### src/rtl/cb_heep_fault_ctrl.sv
// cb_heep_fault_ctrl
// Register-mapped soft-error injection and exit-loop controller for the
// backpack cores. One FSM drives NCHAN injection lines in OFF, LEVEL,
// ONESHOT or PERIODIC mode, with a programmable start delay. Each channel
// also has an exit-loop request/ack handshake with sticky done status and
// a level completion interrupt.
//
// Ports
//   clk_i           clock
//   rst_ni          asynchronous active-low reset
//   reg_req_i       register-bus request (valid, addr, write, wdata, wstrb)
//   reg_rsp_o       register-bus response (ready, rdata, error)
//   force_error_o   per-channel soft-error injection, registered
//   exit_loop_o     per-channel exit-loop request, registered
//   exit_loop_ack_i per-channel exit-loop acknowledge
//   irq_o           completion interrupt, registered level
//
// Register map (word offsets)
//   0x00 CTRL   [NCHAN-1:0] ch_mask, [9:8] mode, [16] arm (W), [17] stop (W)
//   0x04 DELAY  0x08 PERIOD  0x0C EXIT  0x10 STATUS  0x14 IRQ_EN

package cb_heep_fault_pkg;
    typedef struct packed {
        logic        valid;
        logic [31:0] addr;
        logic        write;
        logic [31:0] wdata;
        logic [3:0]  wstrb;
    } reg_req_t;

    typedef struct packed {
        logic        ready;
        logic [31:0] rdata;
        logic        error;
    } reg_rsp_t;
endpackage

module cb_heep_fault_ctrl #(
    parameter int unsigned NCHAN = 3,
    parameter int unsigned CNT_W = 16,
    parameter type reg_req_t = cb_heep_fault_pkg::reg_req_t,
    parameter type reg_rsp_t = cb_heep_fault_pkg::reg_rsp_t
) (
    input  logic             clk_i,
    input  logic             rst_ni,
    input  reg_req_t         reg_req_i,
    output reg_rsp_t         reg_rsp_o,
    output logic [NCHAN-1:0] force_error_o,
    output logic [NCHAN-1:0] exit_loop_o,
    input  logic [NCHAN-1:0] exit_loop_ack_i,
    output logic             irq_o
);

    localparam logic [31:0] OFF_CTRL   = 32'h00;
    localparam logic [31:0] OFF_DELAY  = 32'h04;
    localparam logic [31:0] OFF_PERIOD = 32'h08;
    localparam logic [31:0] OFF_EXIT   = 32'h0C;
    localparam logic [31:0] OFF_STATUS = 32'h10;
    localparam logic [31:0] OFF_IRQEN  = 32'h14;

    localparam logic [1:0] MODE_OFF      = 2'd0;
    localparam logic [1:0] MODE_LEVEL    = 2'd1;
    localparam logic [1:0] MODE_PERIODIC = 2'd3;

    localparam logic [1:0] ST_IDLE   = 2'd0;
    localparam logic [1:0] ST_DELAY  = 2'd1;
    localparam logic [1:0] ST_INJECT = 2'd2;
    localparam logic [1:0] ST_WAIT   = 2'd3;

    localparam logic [CNT_W-1:0] CNT_ONE = CNT_W'(1);

    // ---------------- register state ----------------
    logic [NCHAN-1:0] ch_mask_q;
    logic [1:0]       mode_q;
    logic [CNT_W-1:0] delay_q, period_q, cnt_q, cnt_d;
    logic             irq_en_q;
    logic [NCHAN-1:0] exit_q, exit_d, done_q, done_d;
    logic [7:0]       inj_cnt_q;
    logic [1:0]       state_q, state_d;
    logic             arm_q;
    logic [NCHAN-1:0] force_q;
    logic             irq_q;

    // ---------------- bus decode ----------------
    logic [5:0] hit;
    always_comb begin
        hit = '0;
        case (reg_req_i.addr)
            OFF_CTRL:   hit[0] = 1'b1;
            OFF_DELAY:  hit[1] = 1'b1;
            OFF_PERIOD: hit[2] = 1'b1;
            OFF_EXIT:   hit[3] = 1'b1;
            OFF_STATUS: hit[4] = 1'b1;
            OFF_IRQEN:  hit[5] = 1'b1;
            default:    hit = '0;
        endcase
    end

    logic        bus_err, wr_en;
    logic [31:0] wdata;
    assign bus_err = reg_req_i.valid & ~(|hit);
    assign wr_en   = reg_req_i.valid & reg_req_i.write;
    assign wdata   = reg_req_i.wdata;

    logic ctrl_we, delay_we, period_we, exit_we, status_we, irqen_we;
    assign ctrl_we   = wr_en & hit[0];
    assign delay_we  = wr_en & hit[1];
    assign period_we = wr_en & hit[2];
    assign exit_we   = wr_en & hit[3];
    assign status_we = wr_en & hit[4];
    assign irqen_we  = wr_en & hit[5];

    // A CTRL write selecting OFF behaves like stop; stop beats arm.
    logic ctrl_stop, ctrl_arm;
    assign ctrl_stop = ctrl_we & (wdata[17] | (wdata[9:8] == MODE_OFF));
    assign ctrl_arm  = ctrl_we & wdata[16] & ~ctrl_stop;

    // wstrb is deliberately ignored (full-word writes only).
    logic unused_req;
    assign unused_req = ^reg_req_i;

    // ---------------- read mux ----------------
    logic [31:0] rdata_w;
    always_comb begin
        rdata_w = '0;
        if (hit[0]) begin
            rdata_w[NCHAN-1:0] = ch_mask_q;
            rdata_w[9:8]       = mode_q;
        end
        if (hit[1]) rdata_w[CNT_W-1:0] = delay_q;
        if (hit[2]) rdata_w[CNT_W-1:0] = period_q;
        if (hit[3]) rdata_w[NCHAN-1:0] = exit_q;
        if (hit[4]) begin
            rdata_w[NCHAN-1:0] = done_q;
            rdata_w[16]        = (state_q != ST_IDLE);
            rdata_w[31:24]     = inj_cnt_q;
        end
        if (hit[5]) rdata_w[0] = irq_en_q;

        reg_rsp_o       = '0;
        reg_rsp_o.ready = 1'b1;
        reg_rsp_o.error = bus_err;
        reg_rsp_o.rdata = bus_err ? 32'h0 : rdata_w;
    end

    // ---------------- injection FSM ----------------
    // arm is registered first, so the FSM sees it one edge after the write;
    // together with the registered output this gives first injection D+2
    // edges after the arming write.
    logic arm_go, enter_inj;
    assign arm_go = arm_q & ~ctrl_stop & (mode_q != MODE_OFF);

    always_comb begin
        state_d   = state_q;
        cnt_d     = cnt_q;
        enter_inj = 1'b0;
        if (ctrl_stop) begin
            state_d = ST_IDLE;
        end else if (arm_go) begin
            if (delay_q == '0) begin
                state_d   = ST_INJECT;
                enter_inj = 1'b1;
            end else begin
                state_d = ST_DELAY;
                cnt_d   = delay_q;
            end
        end else begin
            case (state_q)
                ST_DELAY, ST_WAIT: begin
                    if (cnt_q <= CNT_ONE) begin
                        state_d   = ST_INJECT;
                        enter_inj = 1'b1;
                    end else begin
                        cnt_d = cnt_q - CNT_ONE;
                    end
                end
                ST_INJECT: begin
                    case (mode_q)
                        MODE_LEVEL: state_d = ST_INJECT;
                        MODE_PERIODIC: begin
                            // PERIOD of 0 or 1: re-inject every cycle
                            if (period_q <= CNT_ONE) begin
                                enter_inj = 1'b1;
                            end else begin
                                state_d = ST_WAIT;
                                cnt_d   = period_q - CNT_ONE;
                            end
                        end
                        default: state_d = ST_IDLE;
                    endcase
                end
                default: state_d = state_q;
            endcase
        end
    end

    // ---------------- exit handshake ----------------
    logic [NCHAN-1:0] exit_set, done_clr;
    always_comb begin
        exit_set = exit_we   ? wdata[NCHAN-1:0] : '0;
        done_clr = status_we ? wdata[NCHAN-1:0] : '0;
        exit_d   = (exit_q & ~exit_loop_ack_i) | exit_set;
        done_d   = (done_q & ~done_clr) | (exit_q & exit_loop_ack_i);
    end

    // ---------------- sequential ----------------
    always_ff @(posedge clk_i or negedge rst_ni) begin
        if (!rst_ni) begin
            ch_mask_q <= '0;
            mode_q    <= MODE_OFF;
            delay_q   <= '0;
            period_q  <= '0;
            irq_en_q  <= 1'b0;
            exit_q    <= '0;
            done_q    <= '0;
            inj_cnt_q <= '0;
            state_q   <= ST_IDLE;
            cnt_q     <= '0;
            arm_q     <= 1'b0;
            force_q   <= '0;
            irq_q     <= 1'b0;
        end else begin
            if (ctrl_we) begin
                ch_mask_q <= wdata[NCHAN-1:0];
                mode_q    <= wdata[9:8];
            end
            if (delay_we)  delay_q  <= wdata[CNT_W-1:0];
            if (period_we) period_q <= wdata[CNT_W-1:0];
            if (irqen_we)  irq_en_q <= wdata[0];

            arm_q   <= ctrl_arm;
            state_q <= state_d;
            cnt_q   <= cnt_d;

            if (arm_go)
                inj_cnt_q <= enter_inj ? 8'd1 : 8'd0;
            else if (enter_inj && inj_cnt_q != 8'hFF)
                inj_cnt_q <= inj_cnt_q + 8'd1;

            force_q <= (state_q == ST_INJECT) ? ch_mask_q : '0;
            exit_q  <= exit_d;
            done_q  <= done_d;
            irq_q   <= irq_en_q & (|done_q);
        end
    end

    assign force_error_o = force_q;
    assign exit_loop_o   = exit_q;
    assign irq_o         = irq_q;

endmodule

### config.mk
export PLATFORM = sky130hd
export DESIGN_NAME = cb_heep_fault_ctrl
export DESIGN_NICKNAME = d
export VERILOG_FILES = /design/src/rtl/cb_heep_fault_ctrl.sv
export SDC_FILE = /design/constraint.sdc
export NUM_CORES = 1
export LEC_CHECK = 0
export CAP_MARGIN = 5
export CORE_UTILIZATION = 40
export DETAILED_ROUTE_END_ITERATION = 16
export PLACE_DENSITY = 0.67
export SETUP_SLACK_MARGIN = 0.05
export SYNTH_ARGS = -nofsm -noshare
export SYNTH_HDL_FRONTEND = slang
export SYNTH_SLANG_ARGS = --single-unit
### constraint.sdc
create_clock -name clk_i -period 4.76 [get_ports clk_i]
set_input_delay 0.714 -clock clk_i [delete_from_list [all_inputs] [get_ports clk_i]]
set_output_delay 0.714 -clock clk_i [all_outputs]
set_load 0.005 [all_outputs]
### After elaboration in Yosys (flattened, before gate mapping)

Cells that the tools add are included.

* register bits: 75
* input port bits: 75
* output and inout bits: 41
* word-level logic and storage cells: 115

* add/sub/neg operators: 3
* magnitude comparators: 2
* equal/unequal tests: 17
* muxes and demuxes: 42
* bitwise gates (word level): 24
* reduce and logical (&&, ||, !) cells: 14

Operators with widths (number)
* two-way mux 16 bit: 7
* == test 32 x 4 -> 1 bit (second input constant): 2
* == test 32 x 5 -> 1 bit (second input constant): 2
* == test 32 x 3 -> 1 bit (second input constant): 1
* less-or-equal comparator 16 x 1 -> 1 bit (second input constant): 2
* logical NOT 32 bit: 1
* two-way mux 32 bit: 1
* case mux 16 bit (2 select lines): 1
* subtractor 16 x 1 -> 16 bit (second input constant): 2
* two-way mux 8 bit: 3
* two-way mux 3 bit: 6
* logical NOT 16 bit: 1
* two-way mux 1 bit: 15
* bitwise AND 1 bit: 14
* two-way mux 2 bit: 6
* bitwise AND 3 bit: 3
* adder 8 x 1 -> 8 bit (second input constant): 1
* != test 8 bit (second input constant): 1
* case mux 2 bit (2 select lines): 2
* == test 2 bit (second input constant): 3
* != test 3 bit (second input constant): 2
* inverter 3 bit: 2
* OR 3 bit: 2
* AND reduction 6 bit: 1
* 17 further kinds: 21

### Logic depth before layout (Yosys ltp)

* depth in word-level cells: 12
* depth in mapped cells: 9
* mapped depth without buffers: 8

### Worst setup path before layout

OpenSTA, ideal clock, no wires.

* kind: input to output
* start point: input port reg_req_i[62] (netlist name)
* end point: output port reg_rsp_o[2] (netlist name)
* data arrival time: 2.027 ns
* data required time: 4.046 ns
* slack: 2.019 ns
* stages: 7
* path buffers: 1
* path through: nor4_1 -> nand4_1 -> nor4_1 -> clkbuf_1 -> inv_1 -> o32ai_1 -> nor2_1

RTL lines
* start: declaration: RTL line 46 `input reg_req_t reg_req_i,`
* end: declaration: RTL line 47 `output reg_rsp_t reg_rsp_o,`

==> impl_metrics.yaml <==
placed_design:
  gp_congestion: 0.879
  place_area_mm2: 0.00565
  hpwlAfterDp_mm: 9.15
  port_buffers: 89
clock_network:
  post_cts_buffers: 0
  clock_path_buffers: 2
  clkSlewWorstSetupHoldPaths_ns: 0.06
  cts_hold_buf: 0
  cts_inserted_buffers: 9
  clkSinkCount: 75
  clk_latency_ns: 0.34
  cts-root-buf: "clkbuf_16"
  cts_tree: "built"
  cts_resized: 0
  cts_max_level: 3
floorplan:
  num_rows: 39
  coreArea_mm2: 0.0114
  dieArea_mm2: 0.0121
  ios: 116
  die_y_um: 110
  start_util_pct: 41.0
  die_w_um: 110
synth:
  synth-seq-cells: 75
  netlist_instances: 497
  netlist.area_leader.share_pct: 40.3
  syn_area_per_cell_um2: 9.38
  synth_edf_count: 0
  synth_commonest_cells: "dfrtp_1, nor2_1, nand2_1, mux2_2, nor4_1"
  syn_area_mm2: 0.00466
  ys_seq_area_share_pct: 40.3
  ys.flop_type: "dfrtp_1"
  asyncSetResetFlopFracSynth_pct: 100
  yosys.cell_count.top_type: "dfrtp_1"
  yosysTopAreaCell: "dfrtp_1"
  synth_cell_type_count: 71
  synthTopCellsByArea: "dfrtp_1, mux2_2, nor2_1, nand2_1, nor4_1"
  yosys_warnings: 0
drt:
  drtPass1Iterations: 4
  drc: 0
  viasPerCell: 5.66
  ant_nets: 0
  vias: 4123
  drt_wl_total_mm: 12.4
  drt_iter0_drc: 198
  wire_per_inst_um: 17.0
timing:
  tightest_slew_ns: 0.964
  final-hold-violation-count: 0
  max_freq_ghz: 0.252
  slew_headroom_pct: 35.5
  slew_viol_final: 0
  finalSetupTns_ns: 0
  final.setup_skew_ns: 0.00808
  fin_crit_ns: 3.97
  rsz0062_at_grt: "no"
  finalSetupViolCount: 0
  fin_crit_sh_pct: 83.5
setup_path:
  r2r_end: "cnt_q[15]"
  critical-path-top-delay-family: "simple AND/OR/NAND/NOR gates"
  reg2reg_depth: 8
  crit_buf_inv: 3
  slowest_stage: "clkdlybuf4s50_1"
  critical_path.max_fanout: 15
  timing.rr.start: "period_q[0]"
  path_class: "input pin to output pin"
  r2r_slack_ns: 1.79
  end_kind: "output pin"
  worstPathRequired_ns: 4.05
  arrival_ns: 3.26
  path_cells: "clkdlybuf4s50_1 > nor4_1 > nand4_1 > nor2_1 > nand2_1 > buf_4 > o32ai_1 > nor2_1 > clkdlybuf4s50_1"
  slowest_delay_ns: 0.45
  cp-start-kind: "input pin"
grt:
  grt_pass1_wl_mm: 20.6
  track_usage_pct: 22.2
  antenna_found_initial: 0
  grt_max_degree: 42
  overflow: 0
  first_global_vias: 4038
hold_path:
  hold_start: "ch_mask_q[1]"
  hp-class: "register to register"
  hold_depth: 1
  worstHoldEndpoint: "force_error_o[1]"
run_status:
  status: "complete, no violations"
power_and_ir_drop:
  p_leak_uw: 0.00247
  peakVddDrop_mv: 0.192
  power.density_mw_per_mm2: 249
final_layout:
  drive_above_1_share_pct: 15.0
  n_fill_cell: 1027
  syn_to_final_growth_pct: 28.2
  fin_nets: 660
  stdcell_area_mm2: 0.00598
  antennaDiodeCount: 0
run:
  maxCapViolCount: 0
placed cells by master (no fill, tap or decap), drive strengths merged, types with 5 or more instances in the layout:
cell	Yosys	final
nand2b	7	7
o21ai	9	9
and2	14	14
clkbuf	21	12
mux2	37	37
xor2	12	12
xnor2	12	12
nor3	12	12
a22oi	11	11
o211ai	8	8
a21oi	13	13
nor2	56	56
nand4	8	8
mux2i	6	6
nor4	25	25
conb	2	8
ha	5	5
or4	8	8
clkdlybuf4s50	0	88
buf	15	14
a31oi	9	9
nand3	14	14
inv	13	13
nand2	44	44
dfrtp	75	75
area by class of cell:
cell class | count | area, µm² | area share (%)
multi-input cells | 379 | 2560 | 42.8
flip-flops and latches | 75 | 1880 | 31.4
repair buffers | 102 | 983 | 16.5
clock buffers | 12 | 256 | 4.29
well taps | 143 | 179 | 2.99
clock inverters | 4 | 72.6 | 1.21
inverters | 13 | 48.8 | 0.816
through the flow:
stage          hold WS (ns)  total power, µW  instances  utilization, %  setup slack [ns]
5_1_grt               0.549             1530        728            52.6             0.562
3_3_place_gp          0.494              744        712            49.7             0.848
3_5_place_dp          0.499              745        712            49.7             0.815
6_report              0.513             1490        728            52.6             0.787
4_1_cts               0.511             1490        728            52.6             0.801
2_1_floorplan         0.418              679        503               -              2.02
kinds of logic after synthesis:
logic type	count (synthesis)	share of synthesized area, %
and+or+nand+nor	211	24.3
AOI/OAI and AO/OA	87	13.3
DFF	75	40.3
buffers and inverters	49	5.42
muxes	44	10.7
xor gates and xnor gates	24	4.51
adders and majority gates	5	1.34
other	2	0.161
state kept, by name, summed over array words and instances, names as in the netlist:
| signal | count |
|---|---|
| delay_q | 16 |
| inj_cnt_q | 8 |
| exit_loop_o | 3 |
| done_q | 3 |
| irq_en_q | 1 |
| cnt_q | 16 |
| irq_o | 1 |
| force_error_o | 3 |
| ch_mask_q | 3 |
| period_q | 16 |
| mode_q | 2 |
| state_q | 2 |
| arm_q | 1 |
worst register-to-register path, cell delays in order (launching register included):
cell     delay (ns)
dfrtp_1        0.45
inv_1          0.11
ha_1           0.20
nor2_1         0.06
or4_2          0.60
o31ai_1        0.39
a31oi_2        0.43
buf_4          0.34
mux2_2         0.28
report_power, final:
group / total, µW / switching (µW) / leakage (µW) / internal (µW)
sequential: 643 / 2.40 / 0.000960 / 640
clock: 752 / 265 / 0.000159 / 487
combinational: 90.7 / 39.9 / 0.00135 / 50.8
worst max-delay path by stage:
stage	slack (ns)	depth (start not counted)	start	to
6_report	0.79	9	reg_req_i[62]	reg_rsp_o[3]
3_5_place_dp	0.81	9	reg_req_i[62]	reg_rsp_o[3]
2_1_floorplan	2.02	7	reg_req_i[62]	reg_rsp_o[2]
3_3_place_gp	0.85	9	reg_req_i[37]	reg_rsp_o[3]
5_1_grt	0.56	9	reg_req_i[62]	reg_rsp_o[2]
4_1_cts	0.80	9	reg_req_i[62]	reg_rsp_o[3]
routing by layer:
layer	track usage [%]	vias up	part of all wire (%)
li1	-	1958	-
met1	30.7	2037	46
met2	35.6	112	48
met3	3.20	16	4.5
met4	7.43	0	1.6
met5	0	-	0
Power figures use the tool's default switching activity.
